## config.mk

```make
export PLATFORM = sky130hd
export DESIGN_NAME = d_ram_port_arbiter_flat
export DESIGN_NICKNAME = d
export VERILOG_FILES = /design/src/rtl/d_ram_arb_pkg.sv /design/src/rtl/d_ram_port_arbiter_if.sv /design/src/rtl/d_ram_rd_tag_pipe.sv /design/src/rtl/d_ram_port_arbiter.sv /design/src/flat_wrapper.sv
export SDC_FILE = /design/constraint.sdc
export NUM_CORES = 1
export LEC_CHECK = 0
export CAP_MARGIN = 0
export CORE_MARGIN = 10
export CORE_UTILIZATION = 25
export CTS_CLUSTER_SIZE = 12
export DETAILED_ROUTE_END_ITERATION = 10
export PLACE_DENSITY = 0.6
export SKIP_LAST_GASP = 1
export SLEW_MARGIN = 5
export SYNTH_ARGS = -nofsm -noshare
export SYNTH_HDL_FRONTEND = slang
export SYNTH_HIERARCHICAL = 1
export SYNTH_SLANG_ARGS = --single-unit
```

## constraint.sdc

```tcl
create_clock -name clk -period 2 [get_ports clk]
set_clock_uncertainty 0.1 [all_clocks]
set_input_delay 0.2 -clock clk [delete_from_list [all_inputs] [get_ports clk]]
set_output_delay 0.2 -clock clk [all_outputs]
set_load 0.01 [all_outputs]
```

## src/rtl/d_ram_arb_pkg.sv

```systemverilog
// rtl/d_ram_arb_pkg.sv - shared types and width defaults for the data RAM port arbiter
package d_ram_arb_pkg;

    localparam int DEF_ADDR_W = 16;
    localparam int DEF_DATA_W = 16;

    typedef enum logic [1:0] {
        OWN_NONE = 2'd0,
        OWN_CPU  = 2'd1,
        OWN_DBG  = 2'd2
    } owner_t;

    typedef enum logic {
        CPU_PRI   = 1'b0,
        DBG_FORCE = 1'b1
    } arb_state_t;

endpackage

```

## src/rtl/d_ram_port_arbiter_if.sv

```systemverilog
// rtl/d_ram_port_arbiter_if.sv - requester and RAM-side signal bundle for the data RAM arbiter
interface d_ram_port_arbiter_if #(
    parameter int ADDR_W = 16,
    parameter int DATA_W = 16
);
    logic              cpu_req;
    logic              cpu_we;
    logic [ADDR_W-1:0] cpu_addr;
    logic [DATA_W-1:0] cpu_wdata;
    logic              cpu_stall;
    logic              cpu_rvalid;
    logic [DATA_W-1:0] cpu_rdata;

    logic              dbg_req;
    logic              dbg_we;
    logic [ADDR_W-1:0] dbg_addr;
    logic [DATA_W-1:0] dbg_wdata;
    logic              dbg_gnt;
    logic              dbg_rvalid;
    logic [DATA_W-1:0] dbg_rdata;

    logic              ram_en;
    logic              ram_we;
    logic [ADDR_W-1:0] ram_addr;
    logic [DATA_W-1:0] ram_wdata;
    logic [DATA_W-1:0] ram_rdata;

    modport slave (
        input  cpu_req, cpu_we, cpu_addr, cpu_wdata,
        input  dbg_req, dbg_we, dbg_addr, dbg_wdata,
        input  ram_rdata,
        output cpu_stall, cpu_rvalid, cpu_rdata,
        output dbg_gnt, dbg_rvalid, dbg_rdata,
        output ram_en, ram_we, ram_addr, ram_wdata
    );

    modport master (
        output cpu_req, cpu_we, cpu_addr, cpu_wdata,
        output dbg_req, dbg_we, dbg_addr, dbg_wdata,
        output ram_rdata,
        input  cpu_stall, cpu_rvalid, cpu_rdata,
        input  dbg_gnt, dbg_rvalid, dbg_rdata,
        input  ram_en, ram_we, ram_addr, ram_wdata
    );
endinterface

```

## src/rtl/d_ram_rd_tag_pipe.sv

```systemverilog
// rtl/d_ram_rd_tag_pipe.sv - owner tag shift register aligned with RAM read latency
module d_ram_rd_tag_pipe
    import d_ram_arb_pkg::*;
#(
    parameter int DEPTH = 1
) (
    input  logic   clk,
    input  logic   rst_n,
    input  owner_t tag_i,
    output owner_t tag_o
);

    owner_t tags_q [DEPTH];

    always_ff @(posedge clk or negedge rst_n) begin
        if (!rst_n) begin
            for (int i = 0; i < DEPTH; i++) begin
                tags_q[i] <= OWN_NONE;
            end
        end else begin
            tags_q[0] <= tag_i;
            for (int i = 1; i < DEPTH; i++) begin
                tags_q[i] <= tags_q[i-1];
            end
        end
    end

    assign tag_o = tags_q[DEPTH-1];

endmodule

```

## src/rtl/d_ram_port_arbiter.sv

```systemverilog
// rtl/d_ram_port_arbiter.sv - CPU-priority data RAM arbiter with DBG anti-starvation and read return routing
module d_ram_port_arbiter
    import d_ram_arb_pkg::*;
#(
    parameter int ADDR_W   = DEF_ADDR_W,
    parameter int DATA_W   = DEF_DATA_W,
    parameter int RD_LAT   = 1,
    parameter int MAX_WAIT = 4
) (
    input  logic                 clk,
    input  logic                 rst_n,
    d_ram_port_arbiter_if.slave  bus
);

    arb_state_t        state_q, state_d;
    logic [3:0]        wait_cnt_q, wait_cnt_d;
    logic              cpu_win, dbg_win;
    owner_t            tag_in, tag_tail;
    logic [DATA_W-1:0] cpu_rdata_q, dbg_rdata_q;

    // DBG_FORCE lasts one cycle whatever happens; an absent DBG simply lets the CPU through.
    always_comb begin
        dbg_win    = (state_q == DBG_FORCE) ? bus.dbg_req : (bus.dbg_req && !bus.cpu_req);
        cpu_win    = bus.cpu_req && !dbg_win;
        state_d    = CPU_PRI;
        wait_cnt_d = '0;
        if (state_q == CPU_PRI && bus.dbg_req && !dbg_win) begin
            wait_cnt_d = wait_cnt_q + 4'd1;
            if (wait_cnt_d == 4'(MAX_WAIT)) begin
                state_d = DBG_FORCE;
            end
        end
    end

    always_ff @(posedge clk or negedge rst_n) begin
        if (!rst_n) begin
            state_q    <= CPU_PRI;
            wait_cnt_q <= '0;
        end else begin
            state_q    <= state_d;
            wait_cnt_q <= wait_cnt_d;
        end
    end

    always_comb begin
        bus.dbg_gnt   = dbg_win;
        bus.cpu_stall = bus.cpu_req && dbg_win;
        bus.ram_en    = cpu_win || dbg_win;
        bus.ram_we    = 1'b0;
        bus.ram_addr  = '0;
        bus.ram_wdata = '0;
        tag_in        = OWN_NONE;
        if (dbg_win) begin
            bus.ram_we    = bus.dbg_we;
            bus.ram_addr  = bus.dbg_addr;
            bus.ram_wdata = bus.dbg_wdata;
            tag_in        = bus.dbg_we ? OWN_NONE : OWN_DBG;
        end else if (cpu_win) begin
            bus.ram_we    = bus.cpu_we;
            bus.ram_addr  = bus.cpu_addr;
            bus.ram_wdata = bus.cpu_wdata;
            tag_in        = bus.cpu_we ? OWN_NONE : OWN_CPU;
        end
    end

    d_ram_rd_tag_pipe #(
        .DEPTH (RD_LAT)
    ) u_rd_tag_pipe (
        .clk   (clk),
        .rst_n (rst_n),
        .tag_i (tag_in),
        .tag_o (tag_tail)
    );

    // Read data is passed straight through on the valid cycle and held afterwards.
    always_ff @(posedge clk or negedge rst_n) begin
        if (!rst_n) begin
            cpu_rdata_q <= '0;
            dbg_rdata_q <= '0;
        end else begin
            if (tag_tail == OWN_CPU) cpu_rdata_q <= bus.ram_rdata;
            if (tag_tail == OWN_DBG) dbg_rdata_q <= bus.ram_rdata;
        end
    end

    always_comb begin
        bus.cpu_rvalid = (tag_tail == OWN_CPU);
        bus.dbg_rvalid = (tag_tail == OWN_DBG);
        bus.cpu_rdata  = bus.cpu_rvalid ? bus.ram_rdata : cpu_rdata_q;
        bus.dbg_rdata  = bus.dbg_rvalid ? bus.ram_rdata : dbg_rdata_q;
    end

endmodule

```

## src/flat_wrapper.sv

```systemverilog
// flat-port wrapper written by rule: the top's interface ports become plain ports
module d_ram_port_arbiter_flat import d_ram_arb_pkg::*;
#(
    parameter int ADDR_W   = DEF_ADDR_W,
    parameter int DATA_W   = DEF_DATA_W,
    parameter int RD_LAT   = 1,
    parameter int MAX_WAIT = 4
)
  (clk, rst_n, bus_cpu_req, bus_cpu_we, bus_cpu_addr, bus_cpu_wdata, bus_dbg_req, bus_dbg_we, bus_dbg_addr, bus_dbg_wdata, bus_ram_rdata, bus_cpu_stall, bus_cpu_rvalid, bus_cpu_rdata, bus_dbg_gnt, bus_dbg_rvalid, bus_dbg_rdata, bus_ram_en, bus_ram_we, bus_ram_addr, bus_ram_wdata);
  d_ram_port_arbiter_if #(.ADDR_W(ADDR_W), .DATA_W(DATA_W)) bus_i ();
  input  logic clk;
  input  logic rst_n;
  input wire logic [$bits(bus_i.cpu_req)-1:0] bus_cpu_req;
  input wire logic [$bits(bus_i.cpu_we)-1:0] bus_cpu_we;
  input wire logic [$bits(bus_i.cpu_addr)-1:0] bus_cpu_addr;
  input wire logic [$bits(bus_i.cpu_wdata)-1:0] bus_cpu_wdata;
  input wire logic [$bits(bus_i.dbg_req)-1:0] bus_dbg_req;
  input wire logic [$bits(bus_i.dbg_we)-1:0] bus_dbg_we;
  input wire logic [$bits(bus_i.dbg_addr)-1:0] bus_dbg_addr;
  input wire logic [$bits(bus_i.dbg_wdata)-1:0] bus_dbg_wdata;
  input wire logic [$bits(bus_i.ram_rdata)-1:0] bus_ram_rdata;
  output wire logic [$bits(bus_i.cpu_stall)-1:0] bus_cpu_stall;
  output wire logic [$bits(bus_i.cpu_rvalid)-1:0] bus_cpu_rvalid;
  output wire logic [$bits(bus_i.cpu_rdata)-1:0] bus_cpu_rdata;
  output wire logic [$bits(bus_i.dbg_gnt)-1:0] bus_dbg_gnt;
  output wire logic [$bits(bus_i.dbg_rvalid)-1:0] bus_dbg_rvalid;
  output wire logic [$bits(bus_i.dbg_rdata)-1:0] bus_dbg_rdata;
  output wire logic [$bits(bus_i.ram_en)-1:0] bus_ram_en;
  output wire logic [$bits(bus_i.ram_we)-1:0] bus_ram_we;
  output wire logic [$bits(bus_i.ram_addr)-1:0] bus_ram_addr;
  output wire logic [$bits(bus_i.ram_wdata)-1:0] bus_ram_wdata;
  assign bus_i.cpu_req = bus_cpu_req;
  assign bus_i.cpu_we = bus_cpu_we;
  assign bus_i.cpu_addr = bus_cpu_addr;
  assign bus_i.cpu_wdata = bus_cpu_wdata;
  assign bus_i.dbg_req = bus_dbg_req;
  assign bus_i.dbg_we = bus_dbg_we;
  assign bus_i.dbg_addr = bus_dbg_addr;
  assign bus_i.dbg_wdata = bus_dbg_wdata;
  assign bus_i.ram_rdata = bus_ram_rdata;
  assign bus_cpu_stall = bus_i.cpu_stall;
  assign bus_cpu_rvalid = bus_i.cpu_rvalid;
  assign bus_cpu_rdata = bus_i.cpu_rdata;
  assign bus_dbg_gnt = bus_i.dbg_gnt;
  assign bus_dbg_rvalid = bus_i.dbg_rvalid;
  assign bus_dbg_rdata = bus_i.dbg_rdata;
  assign bus_ram_en = bus_i.ram_en;
  assign bus_ram_we = bus_i.ram_we;
  assign bus_ram_addr = bus_i.ram_addr;
  assign bus_ram_wdata = bus_i.ram_wdata;
  d_ram_port_arbiter #(.ADDR_W(ADDR_W), .DATA_W(DATA_W), .RD_LAT(RD_LAT), .MAX_WAIT(MAX_WAIT)) u_core (.clk(clk), .rst_n(rst_n), .bus(bus_i));
endmodule
```

==> results.tsv <==
stage	metric	value	unit
outcome	run status	finished clean	
timing	Max Clk Rate	511	MHz
floorplan	Die Wd	110	um
cells_and_area	antenna fix cells	0	
clock_tree	number of H-tree levels	2	
synthesis	cell with the most instances after synthesis	sky130_fd_sc_hd__dfrtp_1	
global_route	met2 Resource Use GR	19.9	%
synthesis	total nets after synthesis	299	
clock_tree	clock tree sinks	39	
synthesis	top cell types by occurrence after synthesis	39 x sky130_fd_sc_hd__dfrtp_1, 34 x sky130_fd_sc_hd__nand3_1, 33 x sky130_fd_sc_hd__nand2_1, 32 x sky130_fd_sc_hd__mux2_2, 28 x sky130_fd_sc_hd__o21ai_1	
detailed_routing	mean routed wirelength per cell	16.9	um
clock_tree	clock edge transition at the registers on the reported setup and hold paths	70	ps
synthesis	number of flops mapped to enable cells by yosys	0	
synthesis	share of Yosys cell area claimed by the top area cell type	47.8	%
global_route	busiest metal layer after global routing	met2	
floorplan	initial cell density of the core	26.0	%
detailed_routing	ANT nets after route	0	
timing	worst slew margin relative to its limit	73.9	%
synthesis	register bit total from synthesis	39	
setup_path	Critical Path Source Type	flop	
floorplan	height of the chip	110	um
clock_tree	worst skew pair latency	280	ps
global_route	global routing usage summed across all routing layers	12.4	%
setup_path	classification of the worst setup path	reg2out	
detailed_routing	DRT iter0 DRCs	28	
power_and_ir_drop	Power per Cell Area	667	nW/um^2
global_route	largest net degree at the start of global routing	30	
timing	unrepaired setup endpoints after global routing	true	
setup_path	Worst path slowest cell	sky130_fd_sc_hd__clkdlybuf4s50_1	
setup_path	R2R Path Start	u_core/u_rd_tag_pipe/tag_o[0]	
synthesis	synthesized netlist cell count	211	
placement	DP HPWL	6640	um
setup_path	setup slack of the worst register-to-register path	600	ps
synthesis	most used flip-flop cell after synthesis	sky130_fd_sc_hd__dfrtp_1	
clock_tree	number of buffers added by the clock tree synthesis step	5	
setup_path	cell class contributing the biggest share of worst-path delay	buffers and inverters	
clock_tree	CTS tree	yes	
floorplan	overall die area	12200	um^2
setup_path	category of the worst setup path capture point	output pin	
placement	routability-driven placement congestion ratio	0.716	
cells_and_area	NumNets Final	459	
timing	Final Worst Setup Slack	43.0	ps
setup_path	Critical Path, Cell by Cell	nor2b_4 > buf_4 > buf_6 > clkdlybuf4s50_1	
timing	transition time of the tightest slew-check pin	392	ps
setup_path	RR Endpoint	u_core/dbg_rdata_q[1]	
timing	number of pins with negative max-slew slack in the final report	0	
detailed_routing	count of TritonRoute iterations in the first routing pass	4	
run	number of maximum-capacitance constraint violations	0	
setup_path	Worst Path Max Fanout	6	
cells_and_area	synth-to-layout area growth	81.7	%
synthesis	cell types with the largest area share after synthesis	sky130_fd_sc_hd__dfrtp_1 48%, sky130_fd_sc_hd__mux2_2 18%, sky130_fd_sc_hd__nand3_1 8.3%, sky130_fd_sc_hd__o21ai_1 6.9%, sky130_fd_sc_hd__nand2_1 6.1%	
setup_path	Req. time, crit path	1700	ps
synthesis	Post-Syn Area	2040	um^2
global_route	overflow left after global routing	0	
synthesis	total of warnings raised by yosys	6	
setup_path	R2R depth	4	
clock_tree	Root Buffer	sky130_fd_sc_hd__clkbuf_8	
synthesis	ys async rst share	100	%
setup_path	source of the critical timing path	u_core/u_rd_tag_pipe/tag_o[0]	
timing	Finish-stage setup viols	0	
detailed_routing	total DRC errors in the routed layout	0	
synthesis	Synth area leader	sky130_fd_sc_hd__dfrtp_1	
global_route	met1 usage	12.7	%
detailed_routing	total via count after detailed routing	2111	
floorplan	number of placement rows	32	
power_and_ir_drop	Leak Pwr	1.69	nW
setup_path	maximum cell stage delay along the critical path	540	ps
clock_tree	Max clock buf depth	2	
placement	number of port buffers	155	
power_and_ir_drop	worst-case vdd ir drop	0.000352	V
cells_and_area	fraction of final layout cells with drive strength greater than 1	28.8	%
setup_path	end point of the critical path	bus_dbg_rvalid	
detailed_routing	total routed wirelength	8020	um
worst_hold_path	Hold WC Path Type	in2async	
global_route	number of antenna violations at the first check in global routing	0	
synthesis	Avg Cell Area, Syn	9.68	um^2
setup_path	number of cells on the critical path	4	
global_route	met3 demand-to-capacity share in global routing	9.13	%
floorplan	I/O pin total	156	
global_route	via count of the first global-routing pass	2338	
placement	post-place setup slack	-264	ps
setup_path	Buf+Inv Stages, Crit Path	3	
floorplan	area of the core	7850	um^2
synthesis	share of the yosys chip area belonging to registers	47.8	%
setup_path	arrival time at the worst endpoint	1660	ps
cells_and_area	count of placed standard cells in the final layout, fillers left out	474	
timing	Hold Vio Cnt, Final	0	
placement	Placed Instances	463	
timing	shortest clock period the worst path allows after layout	1960	ps
synthesis	number of distinct standard cells referenced by the synthesized netlist	21	
timing	Final Cycle Share	97.8	%
detailed_routing	average vias per placed instance	4.45	
global_route	first-pass GRT wire length	12600	um
how the worst min path moves through the flow:
stage,startpoint,to,slack [ps],cells past startpoint
floorplan,rst_n,u_core/cpu_rdata_q[0],-200,0
global placement,rst_n,u_core/dbg_rdata_q[12],50,1
detailed placement,rst_n,u_core/cpu_rdata_q[12],50,1
CTS,rst_n,u_core/cpu_rdata_q[3],270,2
global route,rst_n,u_core/dbg_rdata_q[0],310,2
finish,rst_n,u_core/cpu_rdata_q[3],270,2
routing by layer:
layer,vias up,routed length [um]
met5,-,0
met4,0,24
met2,121,3640
met1,947,3050
met3,2,1300
li1,1041,-
logic make-up (layout without fill, tap and decap cells):
kind of cell    after synthesis  in the layout  share of synthesized area (%)
compound gates               33             33                           8.08
xor+xnor                      2              2                          0.857
fa+ha+maj                     2              2                           1.22
buf+inv                      22            183                           5.88
flops                        39             39                           47.8
mux                          32             32                           17.6
simple gates                 81             81                           18.6
area by class of cell:
type                            instances  area, um^2
Fill cell                             779        4140
Timing Repair Buffer                  173        1520
Sequential cell                        39         977
Multi-Input combinational cell        150         965
Tap cell                              102         128
Clock buffer                            6        82.6
Clock inverter                          2        35.0
Inverter                                2        7.51
layout by cell type (no fill, tap or decap), types with 4 or more instances in the layout:
| master | Yosys | layout |
|---|---|---|
| sky130_fd_sc_hd__clkdlybuf4s50_1 | 0 | 86 |
| sky130_fd_sc_hd__clkbuf_2 | 0 | 40 |
| sky130_fd_sc_hd__dfrtp_1 | 39 | 38 |
| sky130_fd_sc_hd__nand3_1 | 34 | 34 |
| sky130_fd_sc_hd__nand2_1 | 33 | 33 |
| sky130_fd_sc_hd__mux2_2 | 32 | 32 |
| sky130_fd_sc_hd__o21ai_1 | 28 | 30 |
| sky130_fd_sc_hd__dlygate4sd2_1 | 0 | 23 |
| sky130_fd_sc_hd__buf_4 | 0 | 9 |
| sky130_fd_sc_hd__clkbuf_8 | 0 | 6 |
| sky130_fd_sc_hd__buf_6 | 4 | 5 |
| sky130_fd_sc_hd__nor2_1 | 4 | 4 |
stage by stage:
step / instance area, um^2 / util (%) / power, mW / hold slack (ps) / setup TNS, ps
global route: 3710 / 47.3 / 2.63 / 307 / -178
floorplan: 2040 / - / 1.34 / -196 / 0
finish: 3710 / 47.3 / 2.48 / 270 / 0
global placement: 3750 / 47.8 / 1.99 / 48.1 / -4740
CTS: 3850 / 49.1 / 2.55 / 272 / -494
detailed placement: 3750 / 47.8 / 2.00 / 48.3 / -5720
flip-flops by register name (all words and copies together) (netlist names):
name,cells
u_core/cpu_rdata_q,16
u_core/dbg_rdata_q,16
u_core/wait_cnt_q,4
u_core/u_rd_tag_pipe/tag_o,2
u_core/state_q,1
worst reg2reg max path: cells and delay by family, from the launching register on:
kind          cells  cell delay (ps)
buf+inv           2              260
flops             1              450
mux               1              350
simple gates      1              130
where the power goes:
part           internal, mW  leakage [nW]  switching [mW]  total (mW)
Combinational         0.472          1.16           0.389       0.861
Sequential            0.923         0.470          0.0325       0.955
Clock                 0.403        0.0612           0.256       0.659
Total                  1.80          1.69           0.677        2.48
repair_timing:
action | in CTS | in global routing
hold buffers | 1 | 0
setup endpoints to repair | 67 | 62
endpoints found under the hold margin | 16 | 0
buffers inserted | 1 | 0
gates cloned | 1 | 0
gates resized for setup | 91 | 79
Note: power is estimated with default switching activity, not from simulation.
==> RTL change 1 (config.mk and constraints unchanged) <==
Set the package constant `DEF_DATA_W` to 12 (it was 16).
--- a/src/rtl/d_ram_arb_pkg.sv
+++ b/src/rtl/d_ram_arb_pkg.sv
@@ -4,3 +4,3 @@
     localparam int DEF_ADDR_W = 16;
-    localparam int DEF_DATA_W = 16;
+    localparam int DEF_DATA_W = 12;
 
Ports: changed (6 resized); port bits go from 156 to 132. No check against the original RTL was run, so the function may have changed too.
==> RTL change 1 against the unedited design <==
- final area shrank 12%
- routed wire length shrank 15%
- area after synthesis shrank 16%
- setup slack lost 0.0042 ns
- maximum frequency shrank 0.22%
- register-to-register slack gained 0.03 ns
- non-clock buffer count shrank 29
- first-iteration DRC count grew 54%
- die area shrank 13%
- sequential cell count shrank 8
- total power shrank 21%
- critical endpoint is now bus_dbg_rdata[6]
==> RTL change 1: results (changes against the unedited design) <==
metric	value	unit	change
final hold slack	0.209	ns	-0.0610 ns
drt pass-1 iters	3		-1
Initial DRC Count	43		+54%
GPL Wtd Cong	0.780		+9.0%
adder-cell share of the synthesized area	1.46	%	+0.24 points
Non-clk bufs	144		-17%
R2R Path End	u_core/u_rd_tag_pipe/tag_o[1]		
Rel. slew slack	74.1	%	+0.28 points
met1 WL	2.70	mm	-11%
status	completed		
sequential share of cell area	23.9	%	-2.4 points
placed instance count	383		-17%
clk cell area share	2.69	%	-0.47 points
Int Pwr	0.00140	W	-22%
fillers	685		-12%
Non-Filler Instances	397		-16%
FF-to-FF Start	u_core/state_q		
worst-path fanout max	13		+7
Cell variety after synth	25		+19%
Final min period	1.96	ns	+0.00424 ns
Critical Path Sink	bus_dbg_rdata[6]		
met3 global-route usage	8.18	%	-0.95 points
M1 GR Usage	13.0	%	+0.31 points
VDD IR max	0.197	mV	-44%
met2 Resource Use GR	19.0	%	-0.88 points
Synth Area in Compound Gates	8.47	%	+0.39 points
placed cell areas	3090	µm²	-18%
routed wl met3	1.10	mm	-16%
DR WL met2	2.94	mm	-19%
Wirelength per Cell	17.1	µm	+1.0%
register-to-register setup slack	0.63	ns	+0.03 ns
number of global-route vias before repair	2006		-14%
multi-input combinational area share	26.2	%	+0.23 points
mux contribution to synthesized area	15.8	%	-1.9 points
Post-DP HPWL	5.12	mm	-23%
==> RTL change 1: changes by cell type in the layout (fill, tap and decap cells not counted), sizes merged, moves of 5 or more <==
cell           delta
dlymetal6s2s     +15
clkdlybuf4s50     -9
clkbuf           -40
dlygate4sd2      +14
buf               -5
dfrtp             -8
mux2              -8
==> RTL change 1: what timing repair did <==
action / in CTS / in global routing
gates cloned: 2 / 1
setup buffers: 2 / 2
resized for setup: 44 / 18
pin swaps: 0 / 0
setup endpoints to repair: 56 / 34
hold buffers: 0 / 0
==> RTL change 1: power by group through the flow <==
stage                     clock network (W)  registers, W  logic (W)
after floorplan                           0      0.000758   0.000305
after detailed placement                  0      0.000766   0.000812
after global placement                    0      0.000761   0.000807
after CTS                          0.000512      0.000756   0.000733
after global routing               0.000539      0.000764   0.000784
final                              0.000484      0.000754   0.000718
==> RTL change 2 (same flow settings) <==
Made on the original files. Reset style: synchronous (`rst_n`), changed in 3 clocked blocks.
--- a/src/rtl/d_ram_rd_tag_pipe.sv
+++ b/src/rtl/d_ram_rd_tag_pipe.sv
@@ -14,3 +14,3 @@
 
-    always_ff @(posedge clk or negedge rst_n) begin
+    always_ff @(posedge clk) begin
         if (!rst_n) begin
--- a/src/rtl/d_ram_port_arbiter.sv
+++ b/src/rtl/d_ram_port_arbiter.sv
@@ -34,3 +34,3 @@
 
-    always_ff @(posedge clk or negedge rst_n) begin
+    always_ff @(posedge clk) begin
         if (!rst_n) begin
@@ -75,3 +75,3 @@
     // Read data is passed straight through on the valid cycle and held afterwards.
-    always_ff @(posedge clk or negedge rst_n) begin
+    always_ff @(posedge clk) begin
         if (!rst_n) begin
Behaviour: differs if rst_n is asserted again (counterexample within 4 cycles, from zero or initial values and one cycle with rst_n low); with rst_n held inactive, the same outputs for 10 cycles.
==> RTL change 2 against the unedited design <==
- the flow now finishes with violations (setup timing)
- sequential cell count unchanged
- count of clock-buffer cells in the layout stayed put
- register-to-register slack got worse by 0.11 ns
- maximum frequency is 4.9% lower
- highest routed layer unchanged
- setup slack got worse by 0.10 ns
- routed wire length increased by 6.2%
- area after synthesis rose by 6.9%
- total power shrank 18%
- die area rose by 5.6%
- cell count is 8.6% higher
- clock power increased by 2%
- final area up 10%
==> RTL change 2: results (changes against the unedited design) <==
metric	value	unit	change
final hold slack	0.341	ns	+0.0708 ns
DP Worst Slack	-0.236	ns	+0.0284 ns
FF-to-FF Start	u_core/state_q		
Post-DP HPWL	6.51	mm	-1.9%
Reg2Reg Depth	6		+2
placed cell areas	3820	µm²	+1.7%
register area share after synthesis	35.7	%	-12 points
Critical Path Sink	bus_dbg_rdata[4]		
Initial DRC Count	56		+100%
footprint of the multi-input gates	1260	µm²	+31%
drt pass-1 iters	6		+2
top post-synthesis cells by area	dfxtp_1 36%, mux2_4 12%, and2_1 9.2%, nand3_1 7.8%, mux2_2 7.2%		
M1 GR Usage	11.5	%	-1.2 points
final worst slack	-0.0568	ns	-0.0999 ns
Worst Tran Pin Value	0.230	ns	-0.162 ns
Routed Wire Length	8.52	mm	+6.2%
Synth async-reset ratio	0	%	-100 points
worst hold path type	reg2reg		
pin count of the biggest net entering global routing	33		+10%
Non-Filler Instances	515		+8.6%
syn avg cell area	8.84	µm²	-8.7%
worst-path fanout max	9		+3
Mapped Nets	334		+12%
origin of the worst setup path	u_core/u_rd_tag_pipe/tags_q[0][0]		
Lkg Pwr	2.28	nW	+35%
first-pass GRT wire length	13.0	mm	+3.3%
R2R Path End	u_core/u_rd_tag_pipe/tags_q[0][1]		
number of global-route vias before repair	2519		+7.7%
Post-CTS Resized	40		-56%
routed wl met3	1.51	mm	+15%
vias per inst	4.48		+0.67%
Net count, final	493		+7.4%
status	finished with violations		
Final setup viols	1		+1
failing checks	setup timing		
share of layout cells above drive strength 1	19.9	%	-8.9 points
DR WL met2	3.84	mm	+5.6%
==> RTL change 2: changes by cell type after synthesis, moves of 20 or more <==
cell	before	now
and2_1	1	32
o21ai_1	28	8
o21ai_0	5	25
dfrtp_1	39	0
dfxtp_1	0	39
==> RTL change 2: report_power, final <==
part | internal (W) | switching, W | leakage (nW)
logic | 0.000341 | 0.000222 | 1.91
clock network | 0.000404 | 0.000269 | 0.0612
registers | 0.000794 | 0.00000563 | 0.316
==> RTL change 2: final cells by class <==
type / instances / share of cell area (%)
timing repair buffer: 173 / 43.7
sequential: 39 / 19.1
clock inverter: 2 / 0.857
tap: 108 / 3.31
multi-input combinational: 185 / 30.8
clock buffer: 6 / 2.02
inverter: 2 / 0.184
==> RTL change 2: logic make-up after synthesis <==
logic type / synth area share (%)
DFF: 35.7
muxes: 19.6
xor gates and xnor gates: 0.802
AOI/OAI and AO/OA: 7.56
adders and majority gates: 0.573
buffers and inverters: 8.02
and+or+nand+nor: 27.7
